[src/rtl/valid_flop.sv]
// Single-entry valid/ready pipeline register: breaks the valid/data path between stages while
// the ready path stays combinational.
module valid_flop #(
  parameter int unsigned width = 4
) (
  input  logic             clk,
  input  logic             rst,
  input  logic             valid_up,
  input  logic [width-1:0] data_up,
  input  logic             ready_down,
  output logic             ready_up,
  output logic             valid_down,
  output logic [width-1:0] data_down
);

  logic             valid_q, valid_d;
  logic [width-1:0] data_q, data_d;

  // Accept whenever the held item leaves this cycle or there is none.
  assign ready_up = ready_down | ~valid_q;

  always_comb begin
    valid_d = valid_q;
    data_d  = data_q;
    if (ready_up) begin
      valid_d = valid_up;
      // Payload only moves on a real transfer; an emptied stage keeps its stale data.
      if (valid_up) begin
        data_d = data_up;
      end
    end
  end

  always_ff @(posedge clk or posedge rst) begin
    if (rst) begin
      valid_q <= 1'b0;
      data_q  <= '0;
    end else begin
      valid_q <= valid_d;
      data_q  <= data_d;
    end
  end

  assign valid_down = valid_q;
  assign data_down  = data_q;

endmodule

[config.mk]
export PLATFORM = sky130hd
export DESIGN_NAME = valid_flop
export DESIGN_NICKNAME = d
export VERILOG_FILES = /design/src/rtl/valid_flop.sv
export SDC_FILE = /design/constraint.sdc
export NUM_CORES = 1
export LEC_CHECK = 0
export ABC_CLOCK_PERIOD_IN_PS = 900
export BUFFER_PORTS_ARGS = -buffer_cell sky130_fd_sc_hd__buf_2
export CORE_AREA = 5 5 42 44
export DETAILED_ROUTE_END_ITERATION = 10
export DIE_AREA = 0 0 47 49
export PLACE_DENSITY = 0.47
export SLEW_MARGIN = 10
export SYNTH_ARGS = -nofsm -noshare
export SYNTH_HDL_FRONTEND = slang
export SYNTH_SLANG_ARGS = --single-unit
[constraint.sdc]
create_clock -name clk -period 0.9 [get_ports clk]
set_input_delay 0 -clock clk [delete_from_list [all_inputs] [get_ports clk]]
set_output_delay 0 -clock clk [all_outputs]
set_load 0.01 [all_outputs]
==> run metrics <==
final wirelength=515 um; RSZ-0062 raised after global routing=yes; Max Freq=1020 MHz; count leader, synth=dfrtp_1; vias in the first global route=211; violated checks=negative setup slack; synthesis-to-finish area growth=83.6%; fraction of registers with async set/reset=1.00; start-to-end type of the worst setup path=reg2reg; Synth Area in Compound Gates=0; post-CTS setup buffer count=0; Cell Pwr Density=1690 nW/um2; Std-Cell Rows=14; Layout Nets=46; Unique masters post-synth=6; hold_ws=165 ps; post-synthesis sequential area ratio=0.565; Slew @ Worst Pin=179 ps; DIE AREA=2300 um2; drt first-iter violations=0; largest family of logic cells by synthesized area=multiplexers; Ports=14; number of flops mapped to enable cells by yosys=0; FF+latch area=125 um2; initial core utilization=0.158; Cell Area, Synth=221 um2; global-route wire length before repair=855 um; slew margin rel.=0.880; Mapped Avg Cell Area=17.0 um2; Yosys warning count=0; placed cell area=314 um2; WP data required=1020 ps; ANT nets after route=0; Die Width=47 um; cts bufs inserted=3; routability cong.=0.545; total grt overflow=0; fin area=407 um2; Final WS setup=-82.9 ps; Multi-input gate area=92.6 um2; Hold WC Path Type=in2reg; clk_lat worst skew=240 ps; worst-path cell chain=nand2b_4, nand2_4, mux2_4; Final period util=1.09; post-synthesis adder-cell area fraction=0; share of cells above drive strength 1=0.622; biggest area consumer among synthesized cells=dfrtp_1; Final Skew=4.17 ps; CP peak stage delay=400 ps; final-layout fill cell count=159; CTS clock-pin slew for the worst setup and hold paths=40 ps; maximum vdd ir drop=0.412 mV; clock root buffer master=clkbuf_4; largest net degree at the start of global routing=6; Core ar.=1400 um2; Max Cap Violations=0; vias per inst=3.47; crit start category=flip-flop; routed vias=184; crit path capture type=flip-flop; Pleak=0.214 nW; Post-synth top cells=dfrtp_1, mux2_4; H-tree depth=1; Num Clock Sinks=5; #FFs+latches synth=5; Synth top area share=0.565; Final Hold Vio Count=0; Slowest-stage cell, CP=dfrtp_1; TNS Setup=-391 ps; Synth Area in Simple Gates=0.147; status=finished, violations left; GRT Overall Usage=0.0587; crit-path max FO=4; Synth Area in XOR/XNOR=0; ANT cells=0; Slew Limit Fails=0; post-route minimum period=983 ps; Longest Clk Path Bufs=2; Cells after Synth=13; WL/cell=9.72 um; Synth area leaders=dfrtp_1, mux2_4, nand2b_4; post-synthesis mux area share=0.271; Synth Net Count=21; # setup viols final=6; TritonCTS clock tree=yes; Die Y=49 um; Initial DRT Pass Iterations=1; main flop type after synthesis=dfrtp_1; Reg2Reg Setup Slack=-80 ps; Worst Path Arrival=1100 ps; port buffer count=13; DRC Markers=0; initial antenna violation count=0
final cells by class:
| cell class | instances | area share |
|---|---|---|
| Clock buffer | 4 | 0.0646 |
| Timing Repair Buffer | 20 | 0.342 |
| Inverter | 1 | 0.00923 |
| Sequential cell | 5 | 0.308 |
| Tap cell | 16 | 0.0492 |
| Multi-Input combinational cell | 7 | 0.228 |
power by group:
part	switching, W	internal, W	leakage [nW]	total (W)
Combinational	0.0000604	0.000103	0.142	0.000164
Sequential	0.0000174	0.000256	0.0576	0.000273
Clock	0.0000850	0.000167	0.0150	0.000252
per-stage QoR:
| step | power, W | utilization | setup WS [ps] | instances |
|---|---|---|---|---|
| after global placement | 0.000414 | 0.224 | -53.7 | 43 |
| after floorplan | 0.000355 | - | -117 | 13 |
| after detailed placement | 0.000419 | 0.224 | -75.0 | 43 |
| final | 0.000689 | 0.290 | -82.9 | 53 |
| after global routing | 0.000738 | 0.290 | -105 | 53 |
| after CTS | 0.000705 | 0.290 | -89.2 | 53 |
critical path: cells and delay by family (launching register included):
family / cells / cell delay [ps]
multiplexers: 1 / 300
flip-flops: 1 / 400
AND/OR/NAND/NOR: 2 / 160
per-layer routing:
| metal | track usage | vias up | wire length, um |
|---|---|---|---|
| met5 | 0 | - | 0 |
| met3 | 0.0185 | 2 | 39 |
| li1 | - | 91 | - |
| met2 | 0.0814 | 6 | 296 |
| met1 | 0.0467 | 85 | 162 |
| met4 | 0.0968 | 0 | 17 |
repair_timing:
item	CTS	global route
hold buffers	6	0
gates resized for setup	1	0
setup endpoints to repair	6	6
hold endpoints to repair	10	0
cell families after synthesis:
logic type / count (synthesis)
flip-flops: 5
multiplexers: 4
AND/OR/NAND/NOR: 3
buffers and inverters: 1
cells in the final DEF (no fill, tap or decap):
cell           count
buf_2             12
dlygate4sd3_1      6
dfrtp_1            5
mux2_4             4
clkbuf_4           3
nand2b_4           1
or2b_1             1
nand2_4            1
inv_1              1
clkbuf_1           1
buf_6              1
buf_4              1
registers in the layout, indices dropped and copies added (netlist names):
name,cells
data_down,4
valid_down,1
final timing paths:
| check | startpoint | endpoint | depth (start not counted) |
|---|---|---|---|
| min reg2reg | data_down[2] | data_down[2] | 1 |
| min in group asynchronous | rst | valid_down | 3 |
| max in group asynchronous | rst | data_down[3] | 3 |
| min | valid_up | data_down[0] | 3 |
| max reg2reg | valid_down | data_down[1] | 3 |
| max | valid_down | data_down[1] | 3 |
(Power assumes the default switching activity.)
